### config.mk
export PLATFORM = sky130hd
export DESIGN_NAME = rv_bypass_ctrl
export DESIGN_NICKNAME = d
export VERILOG_FILES = /design/src/rtl/rv_bypass_ctrl.sv
export SDC_FILE = /design/constraint.sdc
export NUM_CORES = 1
export LEC_CHECK = 0
export BUFFER_PORTS_ARGS = -buffer_cell sky130_fd_sc_hd__buf_2
export CAP_MARGIN = 10
export CORE_MARGIN = 5
export CORE_UTILIZATION = 55
export CTS_CLUSTER_SIZE = 12
export DETAILED_ROUTE_END_ITERATION = 12
export PLACE_DENSITY = 0.85
export SYNTH_ARGS = -nofsm -noshare
export SYNTH_HDL_FRONTEND = slang
export SYNTH_SLANG_ARGS = --single-unit
### constraint.sdc
create_clock -name i_clk -period 3 [get_ports i_clk]
set_clock_uncertainty 0.2 [all_clocks]
set_input_delay 0.45 -clock i_clk [delete_from_list [all_inputs] [get_ports i_clk]]
set_output_delay 0.45 -clock i_clk [all_outputs]
set_load 0.01 [all_outputs]
### src/rtl/rv_bypass_ctrl.sv
// Operand bypass scoreboard for the decode stage.
// Tracks the destination of the instruction held in each of alu2, memory, write
// and wr_back. Builds a one-hot bypass select for rs1/rs2, where the youngest
// producer wins, and stalls decode when a load result is not ready yet.
module rv_bypass_ctrl #(
  parameter int LOAD_READY_STAGE = 2,
  parameter int CNT_W            = 16
) (
  input  logic             i_clk,
  input  logic             i_reset,
  input  logic             i_dec_valid,
  input  logic [4:0]       i_dec_rs1,
  input  logic [4:0]       i_dec_rs2,
  input  logic             i_dec_rs1_use,
  input  logic             i_dec_rs2_use,
  input  logic [4:0]       i_dec_rd,
  input  logic             i_dec_rd_we,
  input  logic             i_dec_load,
  input  logic             i_hold,
  input  logic             i_flush,
  output logic [3:0]       o_rs1_bp,
  output logic [3:0]       o_rs2_bp,
  output logic             o_stall,
  output logic [CNT_W-1:0] o_stall_cnt
);

  // Entry index 0 is alu2 (youngest) and index 3 is wr_back (oldest).
  logic [3:0] e_vld;
  logic [3:0] e_load;
  logic [4:0] e_rd [4];

  logic [3:0] match1;
  logic [3:0] match2;
  logic       hazard;
  logic       capture;

  // The youngest matching stage wins. The select bit order is {alu2,memory,write,wr_back}.
  function automatic logic [3:0] youngest_sel(input logic [3:0] m);
    if (m[0])      return 4'b1000;
    else if (m[1]) return 4'b0100;
    else if (m[2]) return 4'b0010;
    else if (m[3]) return 4'b0001;
    else           return 4'b0000;
  endfunction

  // Saturating increment. The counter holds at all-ones.
  function automatic logic [CNT_W-1:0] sat_inc(input logic [CNT_W-1:0] v);
    if (&v) return v;
    else    return v + {{(CNT_W-1){1'b0}}, 1'b1};
  endfunction

  // Matches the decode operands against each in-flight destination. x0 is never forwarded.
  always_comb begin
    match1 = '0;
    match2 = '0;
    hazard = 1'b0;
    for (int k = 0; k < 4; k++) begin
      match1[k] = i_dec_valid & i_dec_rs1_use & e_vld[k] &
                  (e_rd[k] == i_dec_rs1) & (i_dec_rs1 != 5'd0);
      match2[k] = i_dec_valid & i_dec_rs2_use & e_vld[k] &
                  (e_rd[k] == i_dec_rs2) & (i_dec_rs2 != 5'd0);
      if ((k < LOAD_READY_STAGE) && e_load[k] && (match1[k] || match2[k]))
        hazard = 1'b1;
    end
  end

  assign o_rs1_bp = youngest_sel(match1);
  assign o_rs2_bp = youngest_sel(match2);
  assign o_stall  = hazard & ~i_flush;
  assign capture  = i_dec_valid & i_dec_rd_we & (i_dec_rd != 5'd0) & ~o_stall & ~i_flush;

  // Shifts the scoreboard one stage unless frozen. A stall inserts a bubble and a flush kills alu2.
  always_ff @(posedge i_clk) begin
    if (i_reset) begin
      e_vld       <= '0;
      e_load      <= '0;
      for (int k = 0; k < 4; k++) e_rd[k] <= '0;
      o_stall_cnt <= '0;
    end else if (!i_hold) begin
      e_vld[3]  <= e_vld[2];
      e_vld[2]  <= e_vld[1];
      e_vld[1]  <= e_vld[0] & ~i_flush;
      e_vld[0]  <= capture;
      e_load[3] <= e_load[2];
      e_load[2] <= e_load[1];
      e_load[1] <= e_load[0];
      e_load[0] <= i_dec_load;
      e_rd[3]   <= e_rd[2];
      e_rd[2]   <= e_rd[1];
      e_rd[1]   <= e_rd[0];
      e_rd[0]   <= i_dec_rd;
      if (o_stall) o_stall_cnt <= sat_inc(o_stall_cnt);
    end
  end

endmodule

Yosys cells after proc, flatten, opt, wreduce, memory -nomap -nowiden
Memories as Yosys holds them, arrays and structs flattened.
Cells that the tools add are included.
W data, S select, Z words.
- bitwise gates (word level): 40
- reductions and logical operators: 9
- equal/unequal tests: 8
- add/subtract/negate cells: 1
- muxes and demuxes: 19
- operator list (cell ; number):
    $eq A5 B5 Y1 ; 8
    $and A1 B1 Y1 ; 32
    $mux W5 ; 4
    $add A16 B1 Y16 const B ; 1
    $reduce_and A16 Y1 ; 1
    $reduce_bool A5 Y1 ; 3
    $mux W1 ; 9
    $mux W4 ; 2
    $mux W3 ; 2
    $mux W2 ; 2
    $not A1 Y1 ; 4
    $or A1 B1 Y1 ; 4
    $reduce_and A3 Y1 ; 1
    $logic_and A1 B1 Y1 ; 2
    $logic_or A1 B1 Y1 ; 2
- bits of input ports: 24
- memories: 1
- memory bits (writable): 20
- logic and storage cells: 81
- flip-flop bits (word level): 22
- output and inout bits: 25
- memory list (name ; depth ; bits a word ; rd ports ; clocked after memory_dff ; wr ports ; RTL line ; source):
    e_rd ; 4 ; 5 ; 4 ; 0 ; 4 ; 30 ; logic [4:0] e_rd [4];

Logic depth before layout (Yosys ltp)
- depth in word-level cells: 12
- gate-level depth with buffers: 10
- mapped depth without buffers: 7

Worst setup path before layout
OpenSTA, ideal clock, no wires.
- kind: input port to output port
- from: input port i_dec_rs2[2]
- to: output port o_stall
- data required time: 2.350 ns
- setup slack: 0.238 ns
- path buffers: 1
- arrival: 2.112 ns
- stages on the path: 7
- cells stage by stage: buf_2 or4_4 o211ai_4 nor4_2 o21a_4 or2_2 and2_1
- cells in the longest elaborated chain, start to end: 8
- elaborated cells on any way between the ends: 14
- classes of those cells: eq/ne: 2; mux: 2; bitwise: 5; reduce/logical: 5
- ends and longest elaborated chain (what ; RTL line ; source):
    from (decl) ; 13 ; input logic [4:0] i_dec_rs2,
    $eq A5 B5 Y1 ; 61 ; (e_rd[k] == i_dec_rs2) & (i_dec_rs2 != 5'd0);
    $and A1 B1 Y1 ; 60 ; match2[k] = i_dec_valid & i_dec_rs2_use & e_vld[k] &
    $and A1 B1 Y1 ; 61 ;
    $logic_or A1 B1 Y1 ; 62 ; if ((k < LOAD_READY_STAGE) && e_load[k] && (match1[k] || match2[k]))
    $logic_and A1 B1 Y1 ; 62 ;
    $mux W1 ; 62 ;
    $mux W1 (*) ; 62 ;
    $and A1 B1 Y1 (*) ; 69 ; assign o_stall = hazard & ~i_flush;
    to (decl) ; 23 ; output logic o_stall,
Every way passes the cells marked *; elsewhere a longest branch is shown, timed or not.

Final worst setup path
- from: input port i_dec_rs1[1]
- to: output port o_stall
- cells in the longest elaborated chain, start to end: 8
- elaborated cells on any way between the ends: 14
- classes of those cells: eq/ne: 2; mux: 2; bitwise: 5; reduce/logical: 5
- ends and longest elaborated chain (what ; RTL line ; source):
    from (decl) ; 12 ; input logic [4:0] i_dec_rs1,
    $eq A5 B5 Y1 ; 59 ; (e_rd[k] == i_dec_rs1) & (i_dec_rs1 != 5'd0);
    $and A1 B1 Y1 ; 58 ; match1[k] = i_dec_valid & i_dec_rs1_use & e_vld[k] &
    $and A1 B1 Y1 ; 59 ;
    $logic_or A1 B1 Y1 ; 62 ;
    $logic_and A1 B1 Y1 ; 62 ;
    $mux W1 ; 62 ;
    $mux W1 (*) ; 62 ;
    $and A1 B1 Y1 (*) ; 69 ;
Marks and branches as above.

==> impl_metrics.py <==
metrics = {
    "critical_path": {
        "reg2reg_slack_ns": 0.24,
        "required_ns": 2.35,
        "cp.arrival_ns": 2.27,
        "path_max_fanout": 5,
        "rr_endpoint": "o_stall_cnt[13]",
        "r2r-start": "e_rd[1][2]",
        "endpoint": "o_stall",
        "r2r_cells": 7,
        "worstSetupPathType": "in -> out",
        "cp-startpoint": "i_dec_rs1[1]",
        "critPathLaunchType": "primary input",
        "critPathCaptureType": "output pin",
    },
    "drt": {
        "wl_per_cell_microns": 16.1,
        "highest-signal-layer": "met4",
        "ant_nets": 0,
        "drt_drc_violations_left": 0,
        "drtPass1Iterations": 4,
        "num_vias": 1995,
        "wl_mm": 5.55,
        "wl_met2_mm": 2.50,
        "wl_met3_microns": 372,
        "routed_via_density": 5.80,
        "wl_met1_mm": 2.55,
        "drtIter0Drc": 98,
    },
    "logic_synthesis": {
        "yosysUniqueCellTypes": 46,
        "syn_inst": 248,
        "synth_seq_cells": 42,
        "synthArstFlopShare_pct": 0,
        "synth_area_leaders": "edfxtp_1 (24%), dfxtp_1 (18%), xnor2_1 (7.7%), xor2_1 (7.0%), and2_1 (5.5%)",
        "synth_area_per_cell_sq_um": 10.1,
        "yosys.area.top_type_share_pct": 24.0,
        "synth_nets": 273,
        "yosysSeqAreaShare_pct": 41.7,
        "ys_warn_count": 0,
        "netlist_area_sq_mm": 0.00250,
        "synth-edff-count": 20,
        "synthFlopType": "dfxtp_1",
        "synth_top_cell_by_area": "edfxtp_1",
    },
    "min_path": {
        "min_path_type": "in -> reg",
    },
    "cts": {
        "cts_buffers": 5,
        "cts_sinks": 42,
        "ctsRootBufferMaster": "clkbuf_8",
        "cts_resized": 0,
        "cts_buffer_depth": 2,
        "clock_latency_ns": 0.29,
        "hold_buffers": 0,
        "clk_pin_slew_ns": 0.08,
        "tritoncts": "done",
        "htreeDepth": 2,
        "cts_setup_buffers": 0,
    },
    "power_and_ir_drop": {
        "power-per-cell-area_mw_per_mm2": 402,
        "peakVddDrop_mv": 0.298,
        "power.internal_w": 0.000865,
        "seq_power_share_pct": 56.8,
        "p_clk_share_pct": 31.9,
        "swShare_pct": 24.0,
        "combPwrFrac_pct": 11.3,
        "power.leakage_nw": 1.12,
        "p_sw_w": 0.000273,
    },
    "status": {
        "status": "completed",
    },
    "sta": {
        "final_max_slew_viol_count": 0,
        "rsz0062_at_grt": "no",
        "finalSetupViolCount": 0,
        "hold_viol": 0,
        "max_freq_ghz": 0.342,
        "tightest_slew_ns": 0.937,
        "fin_ws_ns": 0.0800,
        "fin_tns_setup_ns": 0,
        "final.period_utilization_pct": 97.3,
        "min_period_ns": 2.92,
        "slew_headroom_pct": 37.3,
    },
    "global_route": {
        "grt-ovfl-total": 0,
        "grt_pass1_vias": 1978,
        "antenna_found_initial": 0,
        "grt_start_max_net_pins": 25,
        "track_usage_pct": 18.9,
        "grt_pass1_wl_mm": 9.21,
    },
    "cells_and_area": {
        "num_antenna_cells": 0,
        "fillers": 378,
        "syn_to_final_growth_pct": 13.2,
        "drive_gt1_share_pct": 25.7,
        "nets": 317,
        "final_cell_mix": "buf_2 (48), xnor2_1 (22), and2_1 (22), dfxtp_1 (22)",
        "layout_commonest_cell": "buf_2",
    },
    "die": {
        "start_util_pct": 57.0,
        "die-area_sq_mm": 0.00599,
        "chipHeight_microns": 77.4,
        "ios": 49,
        "die_w_microns": 77.4,
        "coreArea_sq_mm": 0.00438,
        "row_count": 24,
    },
    "place": {
        "place_ws_ns": 0.0827,
        "gp_congestion": 0.921,
        "dpl.hpwl_mm": 4.30,
        "portBuffers": 48,
    },
    "job": {
        "maxCapViolCount": 0,
    },
}
cell type report:
type                            instances  area, sq um  area share [%]
Sequential cell                        42         1040            36.8
Timing Repair Buffer                   54          285            10.1
Inverter                                4         15.0           0.531
Multi-Input combinational cell        185         1340            47.2
Clock buffer                            7         86.3            3.05
Tap cell                               52         65.1            2.30
worst max-delay path, stage by stage:
cell	delay (ns)
buf_2	0.15
or4_4	0.54
o211ai_2	0.23
nand4b_1	0.19
a21boi_2	0.10
or2_2	0.31
and2_1	0.16
buf_2	0.13
power by group through the flow:
stage	sequential, W	combinational, W	clock, W
2_1_floorplan	0.000651	0.0000991	0
6_report	0.000646	0.000129	0.000363
5_1_grt	0.000649	0.000141	0.000394
4_1_cts	0.000646	0.000129	0.000370
3_5_place_dp	0.000659	0.000128	0
3_3_place_gp	0.000659	0.000127	0
registers in the layout, indices dropped and copies added, names as in the netlist:
| register | cells |
|---|---|
| e_vld | 4 |
| o_stall_cnt | 16 |
| e_rd | 20 |
| e_load | 2 |
through the flow:
| stage | instances | instance area, sq um | hold WS [ns] | utilization, % | total power (W) |
|---|---|---|---|---|---|
| 2_1_floorplan | 248 | 2500 | 0.279 | - | 0.000750 |
| 4_1_cts | 344 | 2820 | 0.186 | 64.3 | 0.00114 |
| 6_report | 344 | 2830 | 0.183 | 64.5 | 0.00114 |
| 3_5_place_dp | 337 | 2730 | 0.285 | 62.3 | 0.000787 |
| 5_1_grt | 344 | 2830 | 0.207 | 64.5 | 0.00118 |
| 3_3_place_gp | 337 | 2730 | 0.282 | 62.3 | 0.000786 |
worst min-delay path by stage:
stage / startpoint / endpoint / slack, ns / cells past startpoint
finish: i_dec_load / e_load[0] / 0.18 / 3
global route: i_dec_load / e_load[0] / 0.21 / 3
CTS: i_dec_load / e_load[0] / 0.19 / 3
detailed placement: o_stall_cnt[10] / o_stall_cnt[10] / 0.29 / 2
global placement: o_stall_cnt[10] / o_stall_cnt[10] / 0.28 / 2
floorplan: e_load[1] / e_load[1] / 0.28 / 2
routing by layer:
metal / track usage (%) / vias to the layer above
met2: 29.1 / 63
met1: 25.6 / 940
met5: 0 / -
met4: 6.53 / 0
li1: - / 981
met3: 5.44 / 11
cells by family after synthesis:
family	share of synthesized area, %
DFF	41.7
adders and majority gates	0.501
and+or+nand+nor	24.2
xor gates and xnor gates	14.7
buffers and inverters	5.21
muxes	2.51
AOI/OAI and AO/OA	11.2
synthesized netlist by cell type, drive strengths merged (7+ instances only):
master and count:
o21ai 7, nor4 9, buf 12, nor2 16
xor2 20, and2 22, nand4 10, edfxtp 20
a21oi 11, dfxtp 22, nand2 7, or4 7
xnor2 22, nand3 8
Power figures use the tool's default switching activity.
